File: src/rtl/uart_rx_8n1.sv
// rtl/uart_rx_8n1.sv - 8N1 UART receiver with one-byte buffer; UART_RX_MAJORITY_EN selects 2-of-3 majority sampling
module uart_rx_8n1 #(
    parameter int CLKS_PER_BIT = 1250
) (
    input  logic       clk,
    input  logic       rst,
    input  logic       rx,
    input  logic       rxack,
    output logic [7:0] rxbyte,
    output logic       rxvalid,
    output logic       rxbusy,
    output logic       frame_err,
    output logic       overrun
);

    localparam logic [2:0] S_IDLE  = 3'd0;
    localparam logic [2:0] S_START = 3'd1;
    localparam logic [2:0] S_DATA  = 3'd2;
    localparam logic [2:0] S_STOP  = 3'd3;
    localparam logic [2:0] S_BREAK = 3'd4;

    localparam logic [15:0] BIT_END = 16'(CLKS_PER_BIT - 1);
`ifdef UART_RX_MAJORITY_EN
    // Decision taken one cycle after the nominal centre; later bits follow from the cnt reset.
    localparam logic [15:0] START_PT = 16'(CLKS_PER_BIT / 2);
`else
    localparam logic [15:0] START_PT = 16'(CLKS_PER_BIT / 2 - 1);
`endif

    logic [2:0]  state;
    logic [15:0] cnt;
    logic [2:0]  bitidx;
    logic [7:0]  shreg;
    logic        rx_meta;
    logic        rxs;
    logic        rxs_d;
    logic        samp;

`ifdef UART_RX_MAJORITY_EN
    logic        rxs_d2;

    always_ff @(posedge clk) begin
        if (rst) begin
            rxs_d2 <= 1'b1;
        end else begin
            rxs_d2 <= rxs_d;
        end
    end

    assign samp = (rxs_d2 & rxs_d) | (rxs_d2 & rxs) | (rxs_d & rxs);
`else
    assign samp = rxs;
`endif

    assign rxbusy = (state != S_IDLE);

    always_ff @(posedge clk) begin
        if (rst) begin
            rx_meta   <= 1'b1;
            rxs       <= 1'b1;
            rxs_d     <= 1'b1;
            state     <= S_IDLE;
            cnt       <= 16'd0;
            bitidx    <= 3'd0;
            shreg     <= 8'h00;
            rxbyte    <= 8'h00;
            rxvalid   <= 1'b0;
            frame_err <= 1'b0;
            overrun   <= 1'b0;
        end else begin
            rx_meta   <= rx;
            rxs       <= rx_meta;
            rxs_d     <= rxs;
            frame_err <= 1'b0;

            // A good stop in the same cycle overrides this clear below.
            if (rxack && rxvalid) begin
                rxvalid <= 1'b0;
            end

            case (state)
                S_IDLE: begin
                    if (rxs_d && !rxs) begin
                        cnt   <= 16'd0;
                        state <= S_START;
                    end
                end
                S_START: begin
                    if (cnt == START_PT) begin
                        if (!samp) begin
                            state  <= S_DATA;
                            cnt    <= 16'd0;
                            bitidx <= 3'd0;
                        end else begin
                            state <= S_IDLE;
                        end
                    end else begin
                        cnt <= cnt + 16'd1;
                    end
                end
                S_DATA: begin
                    if (cnt == BIT_END) begin
                        shreg[bitidx] <= samp;
                        cnt           <= 16'd0;
                        bitidx        <= bitidx + 3'd1;
                        if (bitidx == 3'd7) begin
                            state <= S_STOP;
                        end
                    end else begin
                        cnt <= cnt + 16'd1;
                    end
                end
                S_STOP: begin
                    if (cnt == BIT_END) begin
                        if (samp) begin
                            if (!rxvalid || rxack) begin
                                rxbyte  <= shreg;
                                rxvalid <= 1'b1;
                            end else begin
                                overrun <= 1'b1;
                            end
                            state <= S_IDLE;
                        end else begin
                            frame_err <= 1'b1;
                            state     <= S_BREAK;
                        end
                    end else begin
                        cnt <= cnt + 16'd1;
                    end
                end
                S_BREAK: begin
                    if (rxs) begin
                        state <= S_IDLE;
                    end
                end
                default: state <= S_IDLE;
            endcase
        end
    end

endmodule
File: config.mk
export PLATFORM = sky130hd
export DESIGN_NAME = uart_rx_8n1
export DESIGN_NICKNAME = d
export VERILOG_FILES = /design/src/rtl/uart_rx_8n1.sv
export SDC_FILE = /design/constraint.sdc
export NUM_CORES = 1
export LEC_CHECK = 0
export BUFFER_PORTS_ARGS = -buffer_cell sky130_fd_sc_hd__buf_2
export CAP_MARGIN = 20
export CORE_MARGIN = 1.5
export CORE_UTILIZATION = 64
export CTS_CLUSTER_DIAMETER = 80
export DETAILED_ROUTE_END_ITERATION = 10
export PLACE_DENSITY = 0.91
export SYNTH_ARGS = -nofsm -noshare
export SYNTH_HDL_FRONTEND = slang
export SYNTH_SLANG_ARGS = --single-unit
export TNS_END_PERCENT = 100
File: constraint.sdc
create_clock -name clk -period 3.4 [get_ports clk]
set_input_delay 0.17 -clock clk [delete_from_list [all_inputs] [get_ports clk]]
set_output_delay 0.17 -clock clk [all_outputs]
set_load 0.02 [all_outputs]
==> out/metrics.cfg <==
[finish]
stdcell_area_um2=2360
final_util=0.712
instances_no_fill=297
final_cell_mix=44 x nor2_1, 44 x dfxtp_1, 18 x mux2i_1, 15 x buf_2, 13 x nand2_1
area_delta_synth_final_pct=8.15
diodes=0
nets=259
post_route_cells_drive_above_1_share=0.155

[timing]
drv_slew=0
setup_tns_ps=0
tightest_slew_ps=709
setup_viol=0
period_needed_ps=2240
hold_viol_final=0
skew_ps=6.03
slew_headroom=0.527
rsz0062_at_grt=false
hold_slack_ps=142
clock.fmax_ghz=0.447
final.period_utilization=0.658

[setup_path]
worst-path-buf-inv=0
cp_slowest_cell=a2111oi_2
cp.arrival_ps=2520
startpoint_type=flop
crit_family=compound AO/OA/AOI/OAI gates
path_max_fanout=14
critPathCaptureType=flop
timing.critical_path.cells=nand2b_4 > a2111oi_2 > nand3_1 > or4_1 > a31oi_1
cp.required_ps=3680
cp_slowest_stage_delay_ps=700
worstSetupPathType=flop to flop

[cts]
cts.sinks=44
cts_made_buffers=5
post_cts_buffers=0
insertion_delay_ps=350
cts_root_buffer=clkbuf_4
htreeDepth=2
clk_pin_slew_worst_paths_ps=120
cts_tree=built
cts_buffer_depth=2

[global_route]
grt_overflow_total=0
grt_first_pass_wirelength_um=6930
antenna_found_initial=0
first_global_vias=1607
grt_max_degree=29
grt_use_total=0.246

[flow_run]
maxCapViolCount=0

[logic_synthesis]
synth-warning-count=0
synth_edf_count=0
yosysSeqAreaShare=0.404
synth_flop_cell=dfxtp_1
syn_area_per_cell_um2=9.16
synth_area_um2=2180
synth_fp_nets=247
synth_cell_type_count=49
async_flop_share=0
syn-instance-count=238
yosys_register_bits=44

[floorplan]
num_rows=21
die_h_um=61.4
io-pin-count=16
chipWidth_um=61.4
die-area_um2=3760
initial_utilization=0.658
core_region_area_um2=3310

[status]
status=completed

[route]
vias_per_cell=5.84
wl_um=4000
wl_per_cell_um=13.5
drtAntennaViolNets=0
vias=1733
post-route-drc-count=0
first_pass_iters=4
drt_iter0_markers=123

[power_and_ir_drop]
p_per_area_nw_per_um2=417
irDropWorstVdd_uv=353
p_leak_nw=0.902

[min_path]
hold_path.class=input port to flop

[place]
placedCellCount=288
numPortBuffers=15
dpl_cell_area_um2=2260
dpl.hpwl_um=2810
place_congestion=0.861

[synthesized netlist by cell type (2+ instances only)]
cell type,instances,share of area
a211oi_1,2,0.0069
a21oi_1,8,0.018
a31oi_1,2,0.0057
and3_1,6,0.017
and4bb_2,2,0.011
clkbuf_1,7,0.012
dfxtp_1,44,0.40
ha_1,5,0.029
inv_1,5,0.0086
mux2i_1,18,0.083
nand2_1,13,0.022
nand3_1,7,0.016
nand3b_1,3,0.010
nand4_1,10,0.029
nor2_1,44,0.076
nor2b_1,4,0.011
nor3_1,2,0.0046
nor4_1,2,0.0057
nor4_4,2,0.020
o211ai_1,4,0.014
o21ai_0,5,0.011
or2_2,4,0.011
or3_1,2,0.0057
or4_1,2,0.0069
xor2_1,11,0.044
[kinds of logic after synthesis]
group	Yosys count	synth area share
AND/OR/NAND/NOR	112	0.293
flip-flops	44	0.404
AO/OA/AOI/OAI	31	0.109
multiplexers	18	0.0827
buffers and inverters	16	0.0339
XOR/XNOR	12	0.0482
adder cells (fa/ha/maj)	5	0.0287
[state kept, by name (all words and copies together) (netlist names)]
register   cells
bitidx         3
overrun        1
state          3
cnt           16
rxs            1
rxs_d          1
rxbyte         8
shreg          8
rx_meta        1
rxvalid        1
frame_err      1
[worst paths after layout]
check                startpoint  cells past startpoint  slack, ps                    to
min reg2reg  rx_meta$_SDFF_PP1_                      1        430        rxs$_SDFF_PP1_
min                       rxack                      4        140    rxvalid$_SDFF_PP0_
max reg2reg      rxs$_SDFF_PP1_                      5       1160  cnt[12]$_SDFFE_PP0P_
max              rxs$_SDFF_PP1_                      5       1160  cnt[12]$_SDFFE_PP0P_
[tightest hold or removal path, delay by kind of cell]
family,cells,cell delay (ps)
buf+inv,1,80
simple gates,3,210
[routing by layer]
metal | global-route usage | up-vias | part of all wire | wire [um]
li1 | - | 872 | - | -
met1 | 0.313 | 818 | 0.45 | 1800
met2 | 0.403 | 38 | 0.50 | 2000
met3 | 0.0567 | 5 | 0.038 | 150
met4 | 0.100 | 0 | 0.011 | 42
met5 | 0 | - | 0 | 0
[per-stage QoR]
stage	power [W]	setup slack, ps
6_report	0.000982	1160
5_1_grt	0.00103	992
4_1_cts	0.000989	1190
3_5_place_dp	0.000649	1220
3_3_place_gp	0.000647	1320
2_1_floorplan	0.000631	1500
[timing repair]
item	4_1_cts	5_1_grt
hold buffers	1	0
resized for setup	0	0
hold endpoints to repair	1	0
[area by class of cell]
type | count | area, um^2
clock buffers | 6 | 51.3
clock inverters | 2 | 38.8
fillers | 272 | 953
inverters | 5 | 18.8
multi-input cells | 178 | 1220
flip-flops and latches | 44 | 881
well taps | 46 | 57.6
repair buffers | 16 | 85.1
[power breakdown]
part           total [W]  leakage, nW  internal [W]  switching (W)
combinational   0.000107        0.499     0.0000403      0.0000664
clock           0.000342       0.0484      0.000176       0.000165
sequential      0.000534        0.355      0.000523      0.0000108
total           0.000982        0.902      0.000739       0.000243
Power figures use the tool's default switching activity.
